**config.mk**
```make
export PLATFORM = sky130hd
export DESIGN_NAME = dram_port_arbiter
export DESIGN_NICKNAME = d
export VERILOG_FILES = /design/src/rtl/dram_port_arbiter.sv
export SDC_FILE = /design/constraint.sdc
export NUM_CORES = 1
export LEC_CHECK = 0
export CORE_AREA = 4 4 101 103
export CTS_CLUSTER_SIZE = 16
export DETAILED_ROUTE_END_ITERATION = 12
export DIE_AREA = 0 0 105 107
export GPL_ROUTABILITY_DRIVEN = 0
export HOLD_SLACK_MARGIN = 0.15
export PLACE_DENSITY_LB_ADDON = 0.2
export SLEW_MARGIN = 10
export SYNTH_ARGS = -nofsm -noshare
export SYNTH_HDL_FRONTEND = slang
export SYNTH_SLANG_ARGS = --single-unit
```
**constraint.sdc**
```tcl
create_clock -name clk_i -period 2.2 [get_ports clk_i]
set_input_delay 0.22 -clock clk_i [delete_from_list [all_inputs] [get_ports clk_i]]
set_output_delay 0.22 -clock clk_i [all_outputs]
set_load 0.1 [all_outputs]
```
**src/rtl/dram_port_arbiter.sv**
```systemverilog
// Arbitrates a single-port 32-bit SRAM between a CPU data port and a Wishbone slave port.
// Optional macro DRAM_ARB_WB_PRIORITY_EN: Wishbone wins every tie instead of round-robin.
module dram_port_arbiter #(
  parameter int ADDR_W = 9
) (
  input  logic              clk_i,
  input  logic              rstn_i,
  input  logic              cpu_req_i,
  input  logic              cpu_we_i,
  input  logic [3:0]        cpu_be_i,
  input  logic [ADDR_W-1:0] cpu_addr_i,
  input  logic [31:0]       cpu_wdata_i,
  output logic              cpu_gnt_o,
  output logic              cpu_rvalid_o,
  output logic [31:0]       cpu_rdata_o,
  input  logic              wbs_cyc_i,
  input  logic              wbs_stb_i,
  input  logic              wbs_we_i,
  input  logic [3:0]        wbs_sel_i,
  input  logic [31:0]       wbs_adr_i,
  input  logic [31:0]       wbs_dat_i,
  output logic              wbs_ack_o,
  output logic [31:0]       wbs_dat_o,
  output logic              dram_clk0,
  output logic              dram_csb0,
  output logic              dram_web0,
  output logic [3:0]        dram_wmask0,
  output logic [ADDR_W-1:0] dram_addr0,
  output logic [31:0]       dram_din0,
  input  logic [31:0]       dram_dout0
);

  logic wbReq;
  logic cpuWins;
  logic cpuGnt;
  logic wbGnt;

  logic ackPending_q, ackPending_d;
  logic wbWe_q, wbWe_d;
  logic cpuRvalid_q, cpuRvalid_d;
  logic cpuWe_q, cpuWe_d;
`ifdef DRAM_ARB_WB_PRIORITY_EN
`else
  logic lastGrantWb_q, lastGrantWb_d;
`endif

  // Byte offset and bits above the SRAM depth are decoded upstream.
  logic unusedAdrBits;
  assign unusedAdrBits = ^{wbs_adr_i[31:ADDR_W+2], wbs_adr_i[1:0]};

  assign dram_clk0 = clk_i;

  always_comb begin
    wbReq = wbs_cyc_i & wbs_stb_i & ~ackPending_q;
`ifdef DRAM_ARB_WB_PRIORITY_EN
    cpuWins = ~wbReq;
`else
    cpuWins = ~wbReq | lastGrantWb_q;
`endif
    // Reset gates both grants so nothing reaches the SRAM while rstn_i is low.
    cpuGnt = rstn_i & cpu_req_i & cpuWins;
    wbGnt  = rstn_i & wbReq & ~cpuGnt;
  end

  always_comb begin
    dram_csb0   = 1'b1;
    dram_web0   = 1'b1;
    dram_wmask0 = 4'h0;
    dram_addr0  = '0;
    dram_din0   = 32'h0;
    if (cpuGnt) begin
      dram_csb0   = 1'b0;
      dram_web0   = ~cpu_we_i;
      dram_wmask0 = cpu_be_i;
      dram_addr0  = cpu_addr_i;
      dram_din0   = cpu_wdata_i;
    end else if (wbGnt) begin
      dram_csb0   = 1'b0;
      dram_web0   = ~wbs_we_i;
      dram_wmask0 = wbs_sel_i;
      dram_addr0  = wbs_adr_i[ADDR_W+1:2];
      dram_din0   = wbs_dat_i;
    end
  end

  always_comb begin
    ackPending_d = wbGnt;
    wbWe_d       = wbGnt ? wbs_we_i : wbWe_q;
    cpuRvalid_d  = cpuGnt;
    cpuWe_d      = cpuGnt ? cpu_we_i : cpuWe_q;
`ifdef DRAM_ARB_WB_PRIORITY_EN
`else
    lastGrantWb_d = wbGnt ? 1'b1 : (cpuGnt ? 1'b0 : lastGrantWb_q);
`endif
  end

  always_ff @(posedge clk_i) begin
    if (!rstn_i) begin
      ackPending_q  <= 1'b0;
      wbWe_q        <= 1'b0;
      cpuRvalid_q   <= 1'b0;
      cpuWe_q       <= 1'b0;
`ifdef DRAM_ARB_WB_PRIORITY_EN
`else
      lastGrantWb_q <= 1'b0;
`endif
    end else begin
      ackPending_q  <= ackPending_d;
      wbWe_q        <= wbWe_d;
      cpuRvalid_q   <= cpuRvalid_d;
      cpuWe_q       <= cpuWe_d;
`ifdef DRAM_ARB_WB_PRIORITY_EN
`else
      lastGrantWb_q <= lastGrantWb_d;
`endif
    end
  end

  // A response still owed when reset or a WB abort arrives is dropped, never replayed.
  assign wbs_ack_o    = ackPending_q & wbs_cyc_i & rstn_i;
  assign wbs_dat_o    = (wbs_ack_o & ~wbWe_q) ? dram_dout0 : 32'h0;
  assign cpu_gnt_o    = cpuGnt;
  assign cpu_rvalid_o = cpuRvalid_q & rstn_i;
  assign cpu_rdata_o  = (cpu_rvalid_o & ~cpuWe_q) ? dram_dout0 : 32'h0;

endmodule

```
==> results.ini, run 1 <==
[floorplan]
die_h_um = 107
die_x_um = 105
coreArea_sq_mm = 0.009196
row_count = 35
die_area_sq_mm = 0.01124
start_util = 0.1250
io_pins = 267

[critical_path]
reg2reg_from = ackPending_q
max_stage_delay_ps = 580
endpoint = dram_clk0
r2r_setup_slack_ps = 960
crit_top_cell = clkbuf_8
crit_path_end_kind = output pin
critical_path_required_ps = 1980
regToRegEndpoint = wbWe_q
arrival_ps = 1910
crit_fanout = 2
critPathLaunch = clk_i
slowest_stage = dlygate4sd2_1
crit_type = clk -> out
r2r_cells = 4
cp_cell_sequence = clkbuf_8 > clkbuf_8 > dlygate4sd2_1
crit_path_start_kind = clock port

[clock_tree]
cts_tree = done
post_cts_buffers = 0
post_cts_resized = 1
clk_pin_slew_ps = 30
worstSkewPairLatency_ps = 320
hold_buffers = 0

[cells_and_area]
multi_input_area_sq_mm = 0.001008
final_cell_area_sq_mm = 0.005009
fill_cells = 824
drive_gt1_frac = 0.4885
nets = 544
fin_util = 0.5446
synthToLayoutAreaGrowth_pct = 335.6
final-seq-area_sq_um = 100.1
diodes = 0

[routing]
wl_met2_mm = 4.887
routedWlPerCell_um = 16.95
drt-initial-drc-count = 83
routed_via_density = 4.112
wl_met3_um = 539
vias = 2064
drt-met1-wl_mm = 2.889
firstDrtPassIters = 4
top_layer = met4
drtAntennaViolNets = 0
wl_mm = 8.511
drc = 0

[grt]
grt_first_pass_wirelength_mm = 12.24
grt_max_degree = 36
grt_usage = 0.1381
grt_overflow = 0
antenna_found_initial = 0
grt_pass1_vias = 2240

[sta]
clock_skew_ps = 2.224
rsz0062_at_grt = no
maxSlewHeadroom = 0.3639
final_max_slew_viol_count = 0
finalSetupViolCount = 0
tightest_slew_ps = 957.9
final-hold-violation-count = 0

[synthesis]
synth_nets = 305
yosysSeqAreaShare = 0.08705
netlist_area_sq_mm = 0.001150
yosys-top-cells-area = and2_1 (35%), a22o_1 (34%), dfxtp_1 (8.7%)
synth.avg_cell_area_sq_um = 7.515
synth_cell_types = 20
synthesis.instances = 153
ys_warn_count = 0
synth.top_cell.area_share = 0.3536
yosysTopAreaCell = and2_1
yosys_register_bits = 5

[place]
io_buffers = 243
dp_hpwl_mm = 7.479
placed_cell_area_sq_mm = 0.004923

[power_and_ir_drop]
peakVddDrop_v = 0.0008568
leakagePower_nw = 2.054
powerDensity_mw_per_mm2 = 368.7

[flow_run]
max_cap_viol_count = 0

[min_path]
hold_path_class = reg -> reg

[run_status]
status = finished clean

-- cell families (layout without fill, tap and decap cells) --
group / Yosys count / count (layout) / share of synthesized area
AO/OA/AOI/OAI: 50 / 50 / 0.3776
buffers and inverters: 20 / 258 / 0.1099
flip-flops: 5 / 5 / 0.08705
AND/OR/NAND/NOR: 76 / 76 / 0.4080
multiplexers: 2 / 2 / 0.01741
-- per-stage QoR --
stage                     power (mW)  setup TNS, ps  worst slack [ps]  cells  hold WS [ps]
after floorplan               0.9438         -77.90            -77.90    153         355.6
after global placement         1.552         -59.60            -59.60    495         449.1
after detailed placement       1.563         -59.60            -59.60    495         451.2
after CTS                      1.870              0             61.15    502         455.8
after global routing           1.905              0             24.21    502         488.8
final                          1.847              0             68.40    502         451.4
-- Yosys cell counts --
library cell	number
and3_1	2
buf_4	1
dfxtp_1	5
clkbuf_2	3
inv_1	2
and3b_1	1
mux2i_1	2
buf_2	5
and2b_1	2
a22o_1	45
nand2_1	4
a22oi_1	1
clkbuf_1	4
buf_6	5
o311a_1	2
nor2b_1	1
o21ai_0	1
and2_1	65
nor3_1	1
o21a_1	1
-- cell usage in the layout (no fill, tap or decap) --
master	instances
o311a_1	1
and3b_1	1
o21a_1	1
clkbuf_8	6
nor2b_1	1
o21ai_1	1
and2b_1	2
and2_2	61
inv_1	2
and2_1	4
mux2i_1	2
clkbuf_1	1
clkdlybuf4s50_1	128
buf_4	2
nor3_1	1
dlygate4sd2_1	1
buf_12	118
nand2_1	4
a22o_1	45
dfxtp_1	5
a22oi_2	1
and3_2	2
o311a_2	1
-- routing by layer --
layer / GRT usage / up-vias
met4: 0.04592 / 0
met5: 0 / -
li1: - / 1023
met3: 0.03311 / 12
met1: 0.1421 / 926
met2: 0.2713 / 103
-- flip-flops by register name, indices dropped and copies added (netlist names) --
signal,cells
cpuWe_q,1
cpuRvalid_q,1
lastGrantWb_q,1
wbWe_q,1
ackPending_q,1
-- worst min path at each step --
stage | to | depth (start not counted) | start | slack [ps]
after floorplan | cpuWe_q | 2 | cpu_we_i | 360
after global placement | cpuWe_q | 2 | cpuWe_q | 450
after detailed placement | wbWe_q | 2 | wbWe_q | 450
after CTS | wbWe_q | 2 | wbWe_q | 460
after global routing | cpuWe_q | 2 | cpuWe_q | 490
final | wbWe_q | 2 | wbWe_q | 450
-- cell type report --
class,instances,share of cell area
inverters,2,0.001499
multi-input cells,128,0.2013
well taps,111,0.02773
flip-flops and latches,5,0.01999
repair buffers,248,0.7305
clock buffers,8,0.01899
-- power breakdown --
group	total, mW	internal, mW	switching, mW
clock network	0.471	0.257	0.215
logic	1.28	0.551	0.725
registers	0.0997	0.0966	0.00311
-- worst max-delay path: cells and delay by family --
kind / cells / cell delay (ps)
buffers and inverters: 3 / 810
(Power assumes the default switching activity.)
==> inputs of run 2 (changes only) <==
==> constraint.sdc (replaced) <==
create_clock -name clk_i -period 1.9 [get_ports clk_i]
set_input_delay 0.19 -clock clk_i [delete_from_list [all_inputs] [get_ports clk_i]]
set_output_delay 0.19 -clock clk_i [all_outputs]
set_load 0.1 [all_outputs]
==> run 2 against run 1 <==
The flow now finishes with violations (negative setup slack); combinational power grew 24%; sequential share of layout area down 0.11 points; clock skew is 1.5 ps lower; total power up 24%; final cell count increased by 2.4%; clock power up 23%; register-to-register slack worse by 470 ps; final area up 8.7%; worst hold slack improved by 6.0 ps; first-iteration DRC count down 34%; global-route usage up 1.0 points; critical path depth rose by 1; largest cell class unchanged; largest power group unchanged; highest routed layer unchanged.
==> results.ini, run 2 (same netlist as run 1, synthesis figures left out) <==
[run_status]
status = finished, violations left
violations = negative setup slack

[place]
placed_cell_area_sq_mm = 0.005025
io_buffers = 243
dp_hpwl_mm = 7.659

[critical_path]
r2r_cells = 5
reg2reg_from = ackPending_q
crit_path_end_kind = output pin
crit_type = reg -> out
crit_fanout = 12
slowest_stage = o311a_4
cp_cell_sequence = o311a_4 > clkbuf_16 > a22o_2 > buf_12
r2r_setup_slack_ps = 490
regToRegEndpoint = wbWe_q
arrival_ps = 1760
max_stage_delay_ps = 440
critical_path_required_ps = 1710
crit_path_start_kind = register

[clock_tree]
worstSkewPairLatency_ps = 320
clk_pin_slew_ps = 30
cts_tree = done
hold_buffers = 0

[floorplan]
row_count = 35
coreArea_sq_mm = 0.009196
die_h_um = 107
io_pins = 267
start_util = 0.1250
die_x_um = 105
die_area_sq_mm = 0.01124

[grt]
grt_usage = 0.1484
antenna_found_initial = 0
grt_max_degree = 49
grt_first_pass_wirelength_mm = 13.04
grt_pass1_vias = 2176
grt_overflow = 0

[routing]
drc = 0
firstDrtPassIters = 4
routed_via_density = 4.212
drt-initial-drc-count = 55
drtAntennaViolNets = 0
wl_mm = 9.654
routedWlPerCell_um = 18.78
vias = 2165

[sta]
clock.fmax_mhz = 513.9
timing.setup.tns_ps = -1080
final_max_slew_viol_count = 0
rsz0062_at_grt = yes
clock_skew_ps = 0.7140
finalSetupViolCount = 43
period_needed_ps = 1946
fin_crit_sh = 1.024
finalWorstSetupSlack_ps = -45.80
final-hold-violation-count = 0
maxSlewHeadroom = 0.8195
tightest_slew_ps = 270.7

[power_and_ir_drop]
powerDensity_mw_per_mm2 = 419.1
peakVddDrop_v = 0.001239
leakagePower_nw = 2.287

[cells_and_area]
nets = 556
drive_gt1_frac = 0.6055
final_cell_area_sq_mm = 0.005444
diodes = 0
final_cell_mix = clkdlybuf4s50_1 (125), buf_12 (119), and2_2 (44)
layout_commonest_cell = clkdlybuf4s50_1
synthToLayoutAreaGrowth_pct = 373.4

[flow_run]
max_cap_viol_count = 0

[min_path]
worstHoldStart = wbWe_q
hold_path_class = reg -> reg
whs_endpoint = wbWe_q
hold-path-cell-count = 2

-- run 2: changes by cell type in the layout (fill, tap and decap cells not counted), moves of 3 or more --
cell	before	now
and2_2	61	44
a22o_4	0	21
and2_4	0	19
clkbuf_16	0	3
a22o_2	0	14
buf_4	2	8
clkdlybuf4s50_1	128	125
a22o_1	45	10
-- run 2: layout make-up --
| cell class | instances | area (sq um) |
|---|---|---|
| Clock buffer | 8 | 100.1 |
| Fill cell | 771 | 3752 |
| Inverter | 2 | 7.507 |
| Multi-Input combinational cell | 128 | 1257 |
| Timing Repair Buffer | 260 | 3837 |
| Tap cell | 111 | 138.9 |
| Sequential cell | 5 | 102.6 |
-- run 2: repair_timing --
action	CTS	global route
gates resized for setup	14	22
cloned	1	4
pin swaps	1	2
setup buffers	0	1
endpoints found under the setup margin	80	46
-- run 2: power by group --
part           internal (mW)  switching [mW]  total, mW
logic                  0.708           0.880       1.59
registers              0.112         0.00461      0.117
clock network          0.327           0.250      0.577
total                   1.15            1.13       2.28
-- run 2: worst max-delay path by stage --
| stage | from | slack, ps | cells past startpoint | to |
|---|---|---|---|---|
| after floorplan | lastGrantWb_q | -140 | 3 | dram_web0 |
| after global placement | clk_i | -180 | 1 | dram_clk0 |
| after detailed placement | clk_i | -180 | 1 | dram_clk0 |
| after CTS | ackPending_q | -30 | 5 | dram_wmask0[0] |
| after global routing | ackPending_q | -90 | 5 | dram_wmask0[1] |
| final | lastGrantWb_q | -50 | 4 | dram_din0[27] |
-- run 2: metrics by stage --
stage                     power, mW  hold WS, ps  utilization  worst slack (ps)  std cells
after detailed placement      1.833        459.4       0.5464            -179.6        501
after global placement        1.826        443.8       0.5464            -179.6        501
after global routing          2.359        489.4       0.5920            -93.35        514
after floorplan               1.108        325.6            -            -144.7        153
after CTS                     2.226        449.6       0.5622            -34.79        509
final                         2.281        457.4       0.5920            -45.80        514
-- run 2: metal layers --
metal / up-vias / track usage / part of all wire
li1: 1055 / - / -
met1: 1011 / 0.1581 / 0.35
met2: 91 / 0.2951 / 0.58
met3: 8 / 0.03432 / 0.056
met4: 0 / 0.02999 / 0.011
met5: - / 0 / 0
-- run 2: worst max-delay path, delay by kind of cell (launching register included) --
family          cells  cell delay [ps]
buf+inv             2              360
flops               1              330
compound gates      2              720
==> inputs of run 3 (changes only) <==
--- a/config.mk
+++ b/config.mk
@@ -5,13 +5,14 @@
 export SDC_FILE = /design/constraint.sdc
 export NUM_CORES = 1
 export LEC_CHECK = 0
-export CORE_AREA = 4 4 101 103
+export CORE_AREA = 2 2 105 107
 export CTS_CLUSTER_SIZE = 16
 export DETAILED_ROUTE_END_ITERATION = 12
-export DIE_AREA = 0 0 105 107
+export DIE_AREA = 0 0 107 109
 export GPL_ROUTABILITY_DRIVEN = 0
 export HOLD_SLACK_MARGIN = 0.15
 export PLACE_DENSITY_LB_ADDON = 0.2
+export SKIP_LAST_GASP = 1
 export SLEW_MARGIN = 10
 export SYNTH_ARGS = -nofsm -noshare
 export SYNTH_HDL_FRONTEND = slang
==> run 3 against run 2 <==
The run still ends with negative setup slack left; die area rose by 3.8%; final area fell by 0.30%; critical endpoint is now dram_addr0[2]; largest cell class unchanged; critical path depth did not move; via count rose by 2.4%; critical path type unchanged; core utilization fell by 8.0 points; non-clock buffer count rose by 3; maximum frequency fell by 0.26%.
==> results.ini, run 3 (same netlist as run 1, synthesis figures left out) <==
[routing]
drt-met1-wl_mm = 2.791
routedWlPerCell_um = 15.31
wl_mm = 8.359
wl_met2_mm = 4.550
top_layer = met4
firstDrtPassIters = 4
drt-initial-drc-count = 64
drc = 0
vias = 2218
wl_met3_um = 904
routed_via_density = 4.062
drtAntennaViolNets = 0

[critical_path]
r2r_setup_slack_ps = 660
crit_top_cell = buf_12
crit_fanout = 12
critical_path_required_ps = 1710
crit_path_end_kind = output pin
cp_cell_sequence = o311a_4 > buf_12 > a22o_2 > buf_12
crit_type = reg -> out
slowest_stage = o311a_4
crit_path_start_kind = register
max_stage_delay_ps = 460
arrival_ps = 1760

[sta]
clock_skew_ps = 0.6906
finalSetupViolCount = 43
final-hold-violation-count = 0
rsz0062_at_grt = yes
maxSlewHeadroom = 0.6383
finalWorstSetupSlack_ps = -50.88
tightest_slew_ps = 544.9
fin_crit_sh = 1.027
whs_ps = 255.4
period_needed_ps = 1951
clock.fmax_mhz = 512.6
final_max_slew_viol_count = 0

[cells_and_area]
fin_cells = 546
synthToLayoutAreaGrowth_pct = 372.0
final_cell_mix = clkdlybuf4s50_1 (124), buf_12 (118), and2_2 (44)
diodes = 0
drive_gt1_frac = 0.5887
layout_commonest_cell = clkdlybuf4s50_1
nets = 559

[power_and_ir_drop]
peakVddDrop_v = 0.0002399
netSwitchingFraction = 0.5052
p_comb_frac = 0.703
switching_power_mw = 1.129
leakagePower_nw = 2.274
p_seq_frac = 0.052
p_clk_frac = 0.245
p_int_mw = 1.106
powerDensity_mw_per_mm2 = 411.8

[grt]
grt_usage = 0.1312
grt_first_pass_wirelength_mm = 11.85
grt_overflow = 0
grt_pass1_vias = 2227
antenna_found_initial = 0
grt_max_degree = 33

[floorplan]
start_util = 0.1084
io_pins = 267
coreArea_sq_mm = 0.01060
row_count = 38
die_x_um = 107
die_area_sq_mm = 0.01166
die_h_um = 109

[place]
pre_cts_slack_ps = -179.6
dp_hpwl_mm = 6.850
io_buffers = 243
dp_cells = 533

[clock_tree]
cts_tree = done
hold_buffers = 0
clk_pin_slew_ps = 40
worstSkewPairLatency_ps = 320

[min_path]
hold_path_class = in -> reg

[flow_run]
max_cap_viol_count = 0

[run_status]
status = finished, violations left
violations = negative setup slack

run 3: changes by cell type in the layout (fill, tap and decap cells not counted), moves of 2 or more:
| cell | previous run | this run |
|---|---|---|
| buf_16 | 1 | 3 |
| buf_4 | 8 | 13 |
| a22o_2 | 14 | 11 |
| a22o_1 | 10 | 19 |
| a22o_4 | 21 | 15 |
| clkbuf_16 | 3 | 1 |
run 3: per-layer routing:
layer  GRT usage  vias to the layer above
li1            -                     1062
met1      0.1332                      999
met2      0.2470                      150
met3     0.05140                        7
met4     0.04082                        0
met5           0                        -
run 3: final timing paths:
check,start,endpoint,cells after the start
max,ackPending_q,dram_addr0[2],4
min,cpu_req_i,cpuRvalid_q,2
max reg2reg,ackPending_q,cpuWe_q,3
min reg2reg,cpuWe_q,cpuWe_q,2
run 3: power groups by stage:
stage / Combinational [mW] / Clock, mW / Sequential (mW)
after floorplan: 0.793 / 0.199 / 0.116
after global placement: 1.50 / 0.207 / 0.117
after detailed placement: 1.51 / 0.207 / 0.117
after CTS: 1.56 / 0.565 / 0.116
after global routing: 1.62 / 0.579 / 0.117
final: 1.57 / 0.547 / 0.116
run 3: per-stage QoR:
stage	power [mW]	area (sq um)	TNS, ps	util
final	2.235	5428	-1164	0.5119
after global routing	2.316	5428	-3212	0.5119
after CTS	2.237	5329	-1845	0.5026
after detailed placement	1.833	5086	-5221	0.4797
after global placement	1.824	5086	-3901	0.4797
after floorplan	1.108	1297	-144.7	-
run 3: final cells by class:
class | count | area, sq um
Sequential cell | 5 | 102.6
Fill cell | 932 | 5175
Multi-Input combinational cell | 128 | 1204
Timing Repair Buffer | 263 | 3847
Clock buffer | 8 | 91.34
Inverter | 2 | 7.507
Tap cell | 140 | 175.2
run 3: critical path, delay by kind of cell (launching register included):
| family | cells | cell delay (ps) |
|---|---|---|
| AO/OA/AOI/OAI | 2 | 740 |
| buffers and inverters | 2 | 350 |
| flip-flops | 1 | 340 |
run 3: what timing repair did:
action                     CTS  global route
cloned                       3             1
setup endpoints to repair   48            47
pin swaps                   17            13
gates resized for setup     18            12
setup buffers                1             1
